===== src/rtl/toothless_pkg.sv =====
// Shared types for the EX->WB skid stage: buffer state encoding and stored entry layout.
package toothless_pkg;

  localparam int EX_WB_DATA_W = 32;
  localparam int EX_WB_ADDR_W = 5;

  typedef enum logic [1:0] {
    EMPTY = 2'd0,
    ONE   = 2'd1,
    FULL  = 2'd2
  } ex_wb_state_e;

  typedef struct packed {
    logic [EX_WB_DATA_W-1:0] result;
    logic [EX_WB_ADDR_W-1:0] rd_addr;
    logic                    rd_we;
  } ex_wb_entry_t;

  function automatic logic [1:0] occupancy_of(ex_wb_state_e st);
    case (st)
      ONE:     return 2'd1;
      FULL:    return 2'd2;
      default: return 2'd0;
    endcase
  endfunction

endpackage


===== src/rtl/ex_wb_stage.sv =====
// Two-entry skid buffer between ALU and writeback, with an optional forwarding tap
// on the head entry enabled by defining TOOTHLESS_EX_FWD_EN.
//
// state | meaning
// EMPTY | no entries held, head fields read as zero
// ONE   | head entry valid, tail slot free
// FULL  | head and tail valid, upstream stalled
module ex_wb_stage
  import toothless_pkg::*;
#(
  parameter int DATA_WIDTH     = 32,
  parameter int REG_ADDR_WIDTH = 5
) (
  input  logic                      clk,
  input  logic                      rst,
  input  logic                      flush_i,
  input  logic                      valid_i,
  output logic                      ready_o,
  input  logic [DATA_WIDTH-1:0]     result_i,
  input  logic [REG_ADDR_WIDTH-1:0] rd_addr_i,
  input  logic                      rd_we_i,
  output logic                      valid_o,
  input  logic                      ready_i,
  output logic [DATA_WIDTH-1:0]     result_o,
  output logic [REG_ADDR_WIDTH-1:0] rd_addr_o,
  output logic                      rd_we_o,
  output logic                      fwd_valid_o,
  output logic [REG_ADDR_WIDTH-1:0] fwd_addr_o,
  output logic [DATA_WIDTH-1:0]     fwd_data_o,
  output logic [1:0]                occupancy_o
);

  ex_wb_state_e state_q, state_d;
  ex_wb_entry_t head_q, head_d;
  ex_wb_entry_t tail_q, tail_d;
  ex_wb_entry_t in_entry;
  logic         push, pop;

  // Writes to register 0 are architecturally discarded, so drop the enable on entry.
  always_comb begin
    in_entry         = '0;
    in_entry.result  = EX_WB_DATA_W'(result_i);
    in_entry.rd_addr = EX_WB_ADDR_W'(rd_addr_i);
    in_entry.rd_we   = rd_we_i && (rd_addr_i != '0);
  end

  // Both handshakes depend only on the state register, never on the opposite side's inputs.
  assign ready_o = (state_q != FULL);
  assign valid_o = (state_q != EMPTY);
  assign push    = valid_i && ready_o;
  assign pop     = valid_o && ready_i;

  always_comb begin
    state_d = state_q;
    head_d  = head_q;
    tail_d  = tail_q;
    if (flush_i) begin
      state_d = EMPTY;
      head_d  = '0;
      tail_d  = '0;
    end else begin
      case (state_q)
        EMPTY: begin
          if (push) begin
            head_d  = in_entry;
            state_d = ONE;
          end
        end
        ONE: begin
          case ({push, pop})
            2'b11: head_d = in_entry;
            2'b10: begin
              tail_d  = in_entry;
              state_d = FULL;
            end
            2'b01: begin
              head_d  = '0;
              state_d = EMPTY;
            end
            default: ;
          endcase
        end
        FULL: begin
          if (pop) begin
            head_d  = tail_q;
            tail_d  = '0;
            state_d = ONE;
          end
        end
        default: begin
          state_d = EMPTY;
          head_d  = '0;
          tail_d  = '0;
        end
      endcase
    end
  end

  always_ff @(posedge clk) begin
    if (rst) begin
      state_q <= EMPTY;
      head_q  <= '0;
      tail_q  <= '0;
    end else begin
      state_q <= state_d;
      head_q  <= head_d;
      tail_q  <= tail_d;
    end
  end

  assign result_o    = valid_o ? DATA_WIDTH'(head_q.result) : '0;
  assign rd_addr_o   = valid_o ? REG_ADDR_WIDTH'(head_q.rd_addr) : '0;
  assign rd_we_o     = valid_o && head_q.rd_we;
  assign occupancy_o = occupancy_of(state_q);

`ifdef TOOTHLESS_EX_FWD_EN
  assign fwd_valid_o = valid_o && rd_we_o;
  assign fwd_addr_o  = rd_addr_o;
  assign fwd_data_o  = result_o;
`else
  assign fwd_valid_o = 1'b0;
  assign fwd_addr_o  = '0;
  assign fwd_data_o  = '0;
`endif

endmodule


===== config.mk =====
export PLATFORM = sky130hd
export DESIGN_NAME = ex_wb_stage
export DESIGN_NICKNAME = d
export VERILOG_FILES = /design/src/rtl/toothless_pkg.sv /design/src/rtl/ex_wb_stage.sv
export SDC_FILE = /design/constraint.sdc
export NUM_CORES = 1
export LEC_CHECK = 0
export ABC_AREA = 1
export CORE_MARGIN = 2
export CORE_UTILIZATION = 51
export CTS_CLUSTER_DIAMETER = 40
export DETAILED_ROUTE_END_ITERATION = 10
export PLACE_DENSITY = 0.87
export SLEW_MARGIN = 20
export SYNTH_ARGS = -nofsm -noshare
export SYNTH_HDL_FRONTEND = slang
export SYNTH_SLANG_ARGS = --single-unit

===== constraint.sdc =====
create_clock -name clk -period 4.1 [get_ports clk]
set_input_delay 0.82 -clock clk [delete_from_list [all_inputs] [get_ports clk]]
set_output_delay 0.82 -clock clk [all_outputs]
set_load 0.02 [all_outputs]

### Word level (Yosys, flattened, before mapping)

Index checks and enable logic that the tools add are counted.

| operators by class | value |
|---|---|
| reduce and logical (&&, ||, !) cells | 11 |
| bitwise operators | 1 |
| multiplexer cells | 14 |
| equal/unequal tests | 11 |

Operators with widths:

| cell | number |
|---|---|
| 38-bit case mux with 3 select lines | 2 |
| 38-bit two-way mux | 4 |
| 38-bit case mux with 2 select lines | 1 |
| 32-bit two-way mux | 1 |
| 3-bit AND reduction | 3 |
| 2-bit != test (second input constant) | 4 |
| 2-bit case mux with 2 select lines | 2 |
| 2-bit equality test (second input constant) | 3 |
| 2-bit case mux with 3 select lines | 1 |
| 5-bit two-way mux | 1 |
| 5-bit nonzero test | 1 |
| 2-bit by 1-bit equality test with 1-bit output (second input constant) | 2 |
| 1-bit logical AND | 4 |
| 2-bit two-way mux | 2 |
| 3-bit by 1-bit != test with 1-bit output (second input constant) | 1 |
| 3-bit by 2-bit != test with 1-bit output (second input constant) | 1 |
| 2-bit logical NOT | 1 |
| 2-bit nonzero test | 1 |
| 2-bit OR reduction | 1 |
| 1-bit NOT | 1 |

| storage, ports and cells | value |
|---|---|
| register bits | 78 |
| input bits | 43 |
| word-level logic and storage cells | 44 |

### Logic depth before layout (Yosys ltp)

Gate-level depths: netlist (run 1).

| logic depth | value |
|---|---|
| word-level depth | 5 |
| gate-level depth with buffers | 13 |
| mapped depth without buffers | 10 |

### Least setup slack after synthesis (run 1)

Ideal clock, no wire load.

| timing | value |
|---|---|
| kind | flip-flop to flip-flop |
| from | reg state_q[0] |
| to | reg head_q[22] (netlist name) |
| path slack | 1.836 ns |
| path buffers | 4 |
| period minus slack after synthesis | 2.264 ns |
| required time | 4.030 ns |
| library setup time | 0.070 ns |
| data arrival time | 2.193 ns |
| cell stages (with the launch flop) | 13 |
| cell sequence | dfxtp_1 > nor2_1 > clkbuf_1 > buf_2 > nor2_1 > ha_1 > inv_1 > buf_2 > buf_1 > nand3_1 > nand3_1 > nand2_1 > a21oi_1 |

| on the way | value |
|---|---|
| cells in the longest elaborated chain, start to end | 5 |
| elaborated cells between the ends (all ways) | 15 |
| classes of those cells | eq/ne (8); mux (2); reduce/logical (5) |

Ends and longest elaborated chain:

| item | line | text |
|---|---|---|
| start, declared | ex_wb_stage.sv:33 | `ex_wb_state_e state_q, state_d;` |
| start signal, assigned | ex_wb_stage.sv:105 | `state_q <= state_d;` |
| 2-bit != test / 2-bit nonzero test (equally long branches) | ex_wb_stage.sv:48, ex_wb_stage.sv:49 |  |
| 1-bit logical AND (on tied branches) | ex_wb_stage.sv:50, ex_wb_stage.sv:51 |  |
| 2-bit by 1-bit equality test with 1-bit output / 2-bit equality test (equally long branches) | ex_wb_stage.sv:70 | `case ({push, pop})` |
| 38-bit case mux with 2 select lines / 3-bit by 1-bit != test with 1-bit output (equally long branches) | -- |  |
| 38-bit case mux with 3 select lines / 3-bit AND reduction (equally long branches) | -- |  |
| end signal, assigned | ex_wb_stage.sv:102 | `head_q <= '0;` |
| end signal, assigned | ex_wb_stage.sv:106 | `head_q <= head_d;` |
| end, declared | ex_wb_stage.sv:34 | `ex_wb_entry_t head_q, head_d;` |

Parallel ways exist; a longest one is shown, timed or not.
A chain may end at the register's enable or synchronous reset.

### Final worst setup path (run 1)

| timing | value |
|---|---|
| from | reg state_q[1] |
| to | out occupancy_o[1] |

| on the way | value |
|---|---|
| cells in the longest elaborated chain, start to end | 2 |
| elaborated cells between the ends (all ways) | 3 |
| classes of those cells | eq/ne (2); mux (1) |

Ends and longest elaborated chain:

| item | line | text |
|---|---|---|
| 2-bit equality test / 2-bit by 1-bit equality test with 1-bit output (equally long branches) | toothless_pkg.sv:20 | `case (st)` |
| 2-bit case mux with 2 select lines * | toothless_pkg.sv:20 |  |
| end, declared | ex_wb_stage.sv:30 | `output logic [1:0] occupancy_o` |

Mark *: on every way between the ends. The rest lies on a longest branch, timed or not.

==> results of run 1 <==
==> flip-flops by register name (all words and copies together) (netlist names) <==
| signal | count |
|---|---|
| tail_q | 38 |
| state_q | 2 |
| head_q | 38 |
==> power groups by stage <==
| stage | sequential (W) | combinational, W | clock (W) |
|---|---|---|---|
| finish | 0.000788 | 0.000277 | 0.000749 |
| global route | 0.000791 | 0.000306 | 0.000793 |
| CTS | 0.000788 | 0.000274 | 0.000754 |
| detailed placement | 0.000805 | 0.000272 | 0 |
| global placement | 0.000805 | 0.000265 | 0 |
| floorplan | 0.000802 | 0.000209 | 0 |
==> cells by family after synthesis <==
family,count (synthesis)
other,1
DFF,78
buffers and inverters,135
adders and majority gates,2
and+or+nand+nor,326
AOI/OAI and AO/OA,80
==> synthesized netlist by cell type (all sizes together) <==
cell / number
conb: 1
buf: 60
nor2: 83
inv: 52
nand3: 77
clkinv: 1
a211oi: 1
nand2: 165
nand4: 1
ha: 2
o21ai: 1
dfxtp: 78
a21oi: 44
clkbuf: 22
a22oi: 34
==> layer usage <==
metal	GRT usage	vias up
met4	0.116	0
met3	0.0425	18
met2	0.420	201
li1	-	2016
met1	0.296	1924
met5	0	-
==> through the flow <==
step,total power (W),hold slack (ps),utilization
4_1_cts,0.00182,466,0.654
6_report,0.00181,462,0.654
2_1_floorplan,0.00101,439,-
3_3_place_gp,0.00107,449,0.620
3_5_place_dp,0.00108,453,0.620
5_1_grt,0.00189,478,0.654
==> final timing paths <==
check	from	depth (start not counted)	endpoint	slack (ps)
hold / removal	head_q[6]	2	head_q[6]	460
setup reg to reg	state_q[1]	10	tail_q[17]	1540
hold reg to reg	head_q[6]	2	head_q[6]	460
setup / recovery	state_q[1]	3	occupancy_o[1]	1130
==> worst reg2reg max path, stage by stage, from the launching register on <==
cell,delay [ps]
dfxtp_1,460
inv_1,120
nor2_4,490
nor2_1,150
ha_1,240
inv_1,120
o21ai_0,90
nand2_1,260
buf_4,300
a22oi_1,100
nor2_1,160
==> layout make-up <==
class                           count  area share
Tap cell                          102      0.0251
Clock inverter                      6      0.0263
Timing Repair Buffer               92       0.180
Sequential cell                    78       0.307
Inverter                           53      0.0392
Multi-Input combinational cell    446       0.397
Clock buffer                       10      0.0251
==> results.ini, run 1 <==
[grt]
gr-usage-all-layers=0.244
grt_max_degree=48
antenna_found_initial=0
gr-total-overflow=0
grt_pass1_vias=3885
grt_pass1_wl_mm=17.4

[floorplanning]
die_y_um=93.7
start_util=0.528
fp.dieArea_um2=8780
io_pins=123
core_area_um2=7770
die_w_um=93.7
rows=32

[clock_tree]
clockBufferDepth=2
cts_hold_buf=0
clockRootBuffer=clkbuf_8
post_cts_resized=0
clk_latency_ps=350
post_cts_buffers=0
cts.sinks=78
cts_max_level=3
cts_buffers=9
cts_tree=yes
clkSlewWorstSetupHoldPaths_ps=80

[placed_design]
numPortBuffers=84
dpl_cell_area_um2=4820
dp_cells=771
dp_hpwl_mm=6.65
place.gp.congestion=0.768
pre_cts_slack_ps=1050

[worst_setup_path]
slowest_delay_ps=720
crit_fanout=24
path_class=reg2out
crit_chain=inv_1 > nor2_4 > clkdlybuf4s50_1
cp-start-kind=flip-flop
end_kind=output pin
worstPathRequired_ps=3280
cp_top_family=buffers and inverters
arrival_ps=2150
crit_slowest_cell=clkdlybuf4s50_1
cp_num_buf_inv=2

[route]
ant_nets=0
dr.pass1.iters=5
met2WireLength_mm=5.12
num_vias=4159
drt_iter0_drc=299
avgViaCountPerCell=5.28
top_layer=met4
wl_mm=10.5
wl_met3_um=817
wire_per_inst_um=13.3
wl_met1_mm=4.33
drc=0

[synthesis]
synthDistinctLibCells=21
synthMuxAreaShare=0
synth_cells=622
ys_ff_latch=78
postSynthAreaPerCell_um2=6.60
synth_fa_ha_area_frac=0.00610
synth_top_family_by_area=simple AND/OR/NAND/NOR gates
synth_area_leader_cell=dfxtp_1
synth_area_leaders=dfxtp_1 38%, nand2_1 15%, nand3_1 9.4%, buf_4 7.7%, nor2_1 7.4%
yosys_warnings=0
syn_area_um2=4100
yosysTopAreaCellShare=0.381
yosys.area_share.simple=0.324
synth_xor_area_frac=0
synth_compound_area_frac=0.119
yosysSeqAreaShare=0.381

[finish]
seq_area_um2=1560
area_growth_pct=23.8
n_fill_cell=660
drive_gt1_frac=0.0496
multi_input_area_um2=2020
stdcell_count=787
final_cell_mix=164 x nand2_1, 84 x clkdlybuf4s50_1, 78 x nor2_1, 78 x dfxtp_1, 77 x nand3_1
fin_nets=725
postLayoutCellArea_um2=5080
layout_commonest_cell=nand2_1
n_antenna_cell=0

[sta]
finalHoldViolations=0
slew_viol_final=0
fin_crit_sh=0.725
clock.fmax_mhz=336
worstMarginPinSlew_ps=894
rsz0062_at_grt=no
finalSetupTns_ps=0
clock_skew_ps=6.47
finalWorstSetupSlack_ps=1130
slew_headroom=0.403
setup_viol=0
min_period_ps=2970

[power_and_ir_drop]
p_seq_frac=0.434
power_switching_share=0.260
power.switching_w=0.000472
p_clk_frac=0.413
p_leak_nw=1.94
p_comb_frac=0.153
intPower_w=0.00134
ir_drop_mv=0.235
p_per_area_nw_per_um2=357

[status]
status=complete, no violations

[worst_hold_path]
hold_path_class=reg2reg

[flow_run]
timing.max_cap.violations=0

Note: power is estimated with default switching activity, not from simulation.
==> run 2: changes to the inputs <==
--- a/config.mk
+++ b/config.mk
@@ -7,10 +7,10 @@
 export LEC_CHECK = 0
 export ABC_AREA = 1
 export CORE_MARGIN = 2
-export CORE_UTILIZATION = 51
+export CORE_UTILIZATION = 43
 export CTS_CLUSTER_DIAMETER = 40
 export DETAILED_ROUTE_END_ITERATION = 10
-export PLACE_DENSITY = 0.87
+export PLACE_DENSITY = 0.78
 export SLEW_MARGIN = 20
 export SYNTH_ARGS = -nofsm -noshare
 export SYNTH_HDL_FRONTEND = slang
==> constraint.sdc (replaced) <==
create_clock -name clk -period 2.4 [get_ports clk]
set_input_delay 0.48 -clock clk [delete_from_list [all_inputs] [get_ports clk]]
set_output_delay 0.48 -clock clk [all_outputs]
set_load 0.02 [all_outputs]
==> run 2 against run 1 <==
Net effect: utilization decreased by 9.5 points; critical endpoint is now result_o[25]; largest cell class unchanged; global-route usage fell by 3.5 points; clock skew rose by 3.8 ps; power is 51% higher; combinational power rose by 79%; critical path type unchanged; clock power increased by 19%; hold slack worse by 2.5 ps; first-iteration DRC count grew 14%; final cell count is 4.4% higher; highest routed layer unchanged; flip-flop and latch count stayed put; sequential share of layout area shrank 0.47 points.
==> results.ini, run 2 (same netlist as run 1, synthesis figures left out) <==
[status]
status=complete, no violations

[worst_setup_path]
cp-start-kind=flip-flop
crit_fanout=38  ; +58%
worstPathRequired_ps=1920  ; -1360 ps
arrival_ps=1840  ; -310 ps
path_class=reg2out
end_kind=output pin

[power_and_ir_drop]
power_w=0.00273  ; +51%
p_per_area_nw_per_um2=529  ; +48%
p_leak_nw=2.01  ; +3.6%
ir_drop_mv=0.278  ; +18%

[finish]
n_antenna_cell=0  ; unchanged
area_growth_pct=25.9
multi_input_area_um2=2020  ; unchanged
n_fill_cell=860  ; +30%
drive_gt1_frac=0.0635  ; +0.0139
layout_commonest_cell=nand2_1
seq_area_um2=1560  ; about the same
reg.largest.list=head_q (38), tail_q (38), state_q (2)
final_cell_mix=164 x nand2_1, 82 x clkdlybuf4s50_1, 78 x nor2_1
stdcell_count=822  ; +4.4%
fin_nets=734  ; +1.2%

[placed_design]
place.gp.congestion=0.816  ; +6.3%
dp_hpwl_mm=6.89  ; +3.7%
numPortBuffers=84  ; unchanged
dp_cells=807  ; +4.7%

[sta]
finalSetupTns_ps=0  ; unchanged
fin_crit_sh=0.968
finalHoldViolations=0  ; unchanged
rsz0062_at_grt=no
setup_viol=0  ; unchanged
slew_viol_final=0  ; unchanged
min_period_ps=2320
hold_ws_ps=459  ; -2.51 ps
clock.fmax_mhz=430
clock_skew_ps=10.2  ; +3.76 ps

[clock_tree]
post_cts_buffers=0  ; unchanged
cts_buffers=9  ; unchanged
cts.sinks=78  ; unchanged
clockRootBuffer=clkbuf_8
cts_max_level=3  ; unchanged
cts_tree=yes
clk_latency_ps=360  ; about the same
clockBufferDepth=2  ; unchanged
cts_hold_buf=0  ; unchanged
clkSlewWorstSetupHoldPaths_ps=80  ; about the same

[route]
wire_per_inst_um=12.5  ; -5.6%
avgViaCountPerCell=4.95  ; -6.4%
wl_mm=10.3  ; -1.4%
dr.pass1.iters=7  ; +2
ant_nets=0  ; unchanged
drc=0  ; unchanged
drt_iter0_drc=341  ; +14%
num_vias=4068  ; -2.2%

[grt]
gr-usage-all-layers=0.209  ; -0.0355
grt_pass1_vias=3753  ; -3.4%
gr-total-overflow=0  ; unchanged
grt_pass1_wl_mm=17.4  ; +0.12%
antenna_found_initial=0  ; unchanged
grt_max_degree=79  ; +65%

[floorplanning]
rows=35  ; +9.4%
core_area_um2=9240  ; +19%
io_pins=123  ; unchanged
start_util=0.444  ; -0.0842
fp.dieArea_um2=10300  ; +18%
die_y_um=102  ; +8.5%
die_w_um=102  ; +8.5%

[worst_hold_path]
hold_path_class=reg2reg

[flow_run]
timing.max_cap.violations=0  ; unchanged

[run 2: layer usage]
| layer | routed length (um) | global-route usage | vias to the layer above |
|---|---|---|---|
| li1 | - | - | 2028 |
| met1 | 4440 | 0.275 | 1845 |
| met2 | 4950 | 0.340 | 178 |
| met3 | 735 | 0.0366 | 17 |
| met4 | 173 | 0.0842 | 0 |
| met5 | 0 | 0 | - |
[run 2: final cells by class]
cell class / instances / share of cell area
clock inverter: 4 / 0.00436
timing repair buffer: 101 / 0.203
multi-input combinational: 446 / 0.391
sequential: 78 / 0.303
inverter: 53 / 0.0385
tap: 129 / 0.0313
clock buffer: 11 / 0.0293
[run 2: worst max-delay path, stage by stage, from the launching register on]
cell and delay (ps):
dfxtp_1 460, nor2_4 70, buf_12 180, nor2_1 140
clkdlybuf4s50_1 630
[run 2: report_power, final]
| group | leakage, nW | total [W] | switching (W) | internal [W] |
|---|---|---|---|---|
| sequential | 0.633 | 0.00135 | 0.0000187 | 0.00133 |
| clock | 0.0910 | 0.000890 | 0.000470 | 0.000421 |
| combinational | 1.28 | 0.000496 | 0.000305 | 0.000191 |
| total | 2.01 | 0.00273 | 0.000793 | 0.00194 |
[run 2: stage by stage]
| step | cell area, um^2 | util | setup WS, ps |
|---|---|---|---|
| finish | 5160 | 0.559 | 76.5 |
| global route | 5160 | 0.559 | 0.295 |
| CTS | 5160 | 0.558 | 54.2 |
| detailed placement | 4980 | 0.539 | 88.5 |
| global placement | 4980 | 0.539 | 174 |
| floorplan | 4240 | - | 136 |
[run 2: final timing paths]
kind	slack [ps]	start	depth (start not counted)	to
worst max register to register	400	state_q[1]	11	tail_q[18]
worst max-delay path	80	state_q[1]	4	result_o[25]
worst min-delay path	460	head_q[7]	2	head_q[7]
worst min register to register	460	head_q[7]	2	head_q[7]
[run 2: repair_timing]
action / in CTS / in global routing
setup endpoints to repair: 3 / 2
cloned: 0 / 0
endpoints found under the hold margin: 0 / 0
gates resized for setup: 1 / 2
pin swaps: 0 / 0
==> run 3: changes to the inputs <==
--- a/config.mk
+++ b/config.mk
@@ -6,6 +6,7 @@
 export NUM_CORES = 1
 export LEC_CHECK = 0
 export ABC_AREA = 1
+export CORE_ASPECT_RATIO = 0.8
 export CORE_MARGIN = 2
 export CORE_UTILIZATION = 43
 export CTS_CLUSTER_DIAMETER = 40
==> run 3 against run 2 <==
Net effect: clock-buffer cell count grew 1; cell area grew 3.2%; the flow now finishes with violations (DRC); routed wire length grew 2.3%; via count grew 1.9%; first-iteration DRC count shrank 8.5%; power grew 15%; non-clock buffer count grew 9; critical path type unchanged; combinational power grew 2%; sequential power is essentially flat; final cell count shrank 0.49%.
==> results.ini, run 3 (same netlist as run 1, synthesis figures left out) <==
[status]
status=complete, but fails checks
violations=DRC

[finish]
n_antenna_cell=0  ; unchanged
final_cell_mix=164 x nand2_1, 82 x clkdlybuf4s50_1, 78 x nor2_1
drive_gt1_frac=0.0768  ; +0.0133
n_fill_cell=838  ; -2.6%
layout_commonest_cell=nand2_1
seq_area_um2=1560  ; unchanged
multi_input_area_um2=2020  ; unchanged
area_growth_pct=29.8
reg.largest.list=head_q (38), tail_q (38), state_q (2)
fin_nets=743  ; +1.2%
final_core_util=0.582  ; +0.0230

[worst_setup_path]
crit_chain=inv_1 > nor2_4 > clkdlybuf4s50_1
cp-start-kind=flip-flop
worstPathRequired_ps=1920  ; about the same
slowest_delay_ps=660  ; +30 ps
cp_top_family=buffers and inverters
arrival_ps=1830  ; about the same
crit_fanout=9  ; -76%
path_class=reg2out
end_kind=output pin
cp_num_buf_inv=2  ; unchanged
crit_slowest_cell=clkdlybuf4s50_1

[power_and_ir_drop]
p_per_area_nw_per_um2=589  ; +11%
p_comb_frac=0.162  ; -0.019
intPower_w=0.00230  ; +19%
p_clk_frac=0.408  ; +0.082
power_switching_share=0.265  ; -0.0253
p_leak_nw=2.09  ; +4.5%
power.switching_w=0.000831  ; +4.8%
p_seq_frac=0.430  ; -0.063
ir_drop_mv=0.340  ; +22%

[grt]
grt_pass1_vias=3839  ; +2.3%
gr-total-overflow=0  ; unchanged
grt_max_degree=33  ; -58%
antenna_found_initial=0  ; unchanged
gr-usage-all-layers=0.206  ; -0.00301
grt_pass1_wl_mm=17.4  ; about the same

[floorplanning]
fp.dieArea_um2=10300  ; about the same
core_area_um2=9150  ; -0.93%
die_y_um=91.4  ; -10%
io_pins=123  ; unchanged
die_w_um=113  ; +11%
rows=31  ; -11%
start_util=0.448  ; +0.00419

[sta]
clock.fmax_mhz=433  ; +0.61%
min_period_ps=2310  ; -14.0 ps
setup_viol=0  ; unchanged
clock_skew_ps=4.29  ; -5.93 ps
fin_crit_sh=0.962  ; -0.00582
slew_viol_final=0  ; unchanged
finalSetupTns_ps=0  ; unchanged
finalHoldViolations=0  ; unchanged
rsz0062_at_grt=no

[route]
ant_nets=0  ; unchanged
wire_per_inst_um=12.9  ; +2.8%
dr.pass1.iters=8  ; +1
wl_mm=10.5  ; +2.3%
avgViaCountPerCell=5.07  ; +2.4%
drc=10  ; +10
num_vias=4144  ; +1.9%
drt_iter0_drc=312  ; -8.5%

[clock_tree]
cts_tree=yes
clockRootBuffer=clkbuf_16
cts.sinks=78  ; unchanged
cts_hold_buf=0  ; unchanged
clkSlewWorstSetupHoldPaths_ps=60  ; -20 ps
cts_buffers=9  ; unchanged
clockBufferDepth=2  ; unchanged
cts_max_level=3  ; unchanged
clk_latency_ps=330  ; -30 ps

[flow_run]
timing.max_cap.violations=0  ; unchanged

[worst_hold_path]
hold_path_class=reg2reg

[placed_design]
dp_hpwl_mm=7.31  ; +6.1%
numPortBuffers=84  ; unchanged
place.gp.congestion=0.814  ; -0.23%

run 3: path summary, 6_finish.rpt:
path,startpoint,end,slack [ps],depth (start not counted)
worst max-delay path,state_q[1],occupancy_o[1],90,3
worst min-delay path,head_q[1],head_q[1],460,2
worst max register to register,state_q[0],tail_q[28],380,11
worst min register to register,head_q[1],head_q[1],460,2
run 3: power by group through the flow:
stage          clock, W  combinational [W]  sequential, W
2_1_floorplan         0           0.000357        0.00137
3_3_place_gp          0           0.000489        0.00138
3_5_place_dp          0           0.000497        0.00138
4_1_cts         0.00130           0.000501        0.00135
5_1_grt         0.00136           0.000561        0.00135
6_report        0.00128           0.000508        0.00135
run 3: worst min-delay path, cell delays in order (launching register included):
cell and delay, ps:
dfxtp_1 300, nand2_1 60, a21oi_1 50
run 3: final cells by class:
cell class,instances,area share
Clock buffer,12,0.0500
Clock inverter,4,0.00376
Inverter,53,0.0374
Multi-Input combinational cell,446,0.379
Sequential cell,78,0.293
Tap cell,115,0.0270
Timing Repair Buffer,110,0.210
run 3: timing repair:
item	in CTS	in global routing
gates resized for setup	1	2
setup endpoints to repair	11	23
buffers inserted	0	4
pin swaps	1	2
run 3: stage by stage:
| step | std cells | hold WS, ps | instance area (um^2) | total power, W | worst slack, ps |
|---|---|---|---|---|---|
| finish | 818 | 458 | 5330 | 0.00314 | 90.5 |
| global route | 818 | 473 | 5330 | 0.00327 | 10.5 |
| CTS | 814 | 461 | 5290 | 0.00315 | 11.3 |
| detailed placement | 798 | 453 | 5000 | 0.00187 | 153 |
| global placement | 798 | 447 | 5000 | 0.00186 | 200 |
| floorplan | 659 | 439 | 4240 | 0.00173 | 136 |
run 3: routing by layer:
layer	track usage	vias to the layer above	wire [um]
met5	0	-	0
met4	0.0488	0	75
met3	0.0554	9	866
met2	0.350	181	4990
met1	0.260	1898	4610
li1	-	2056	-
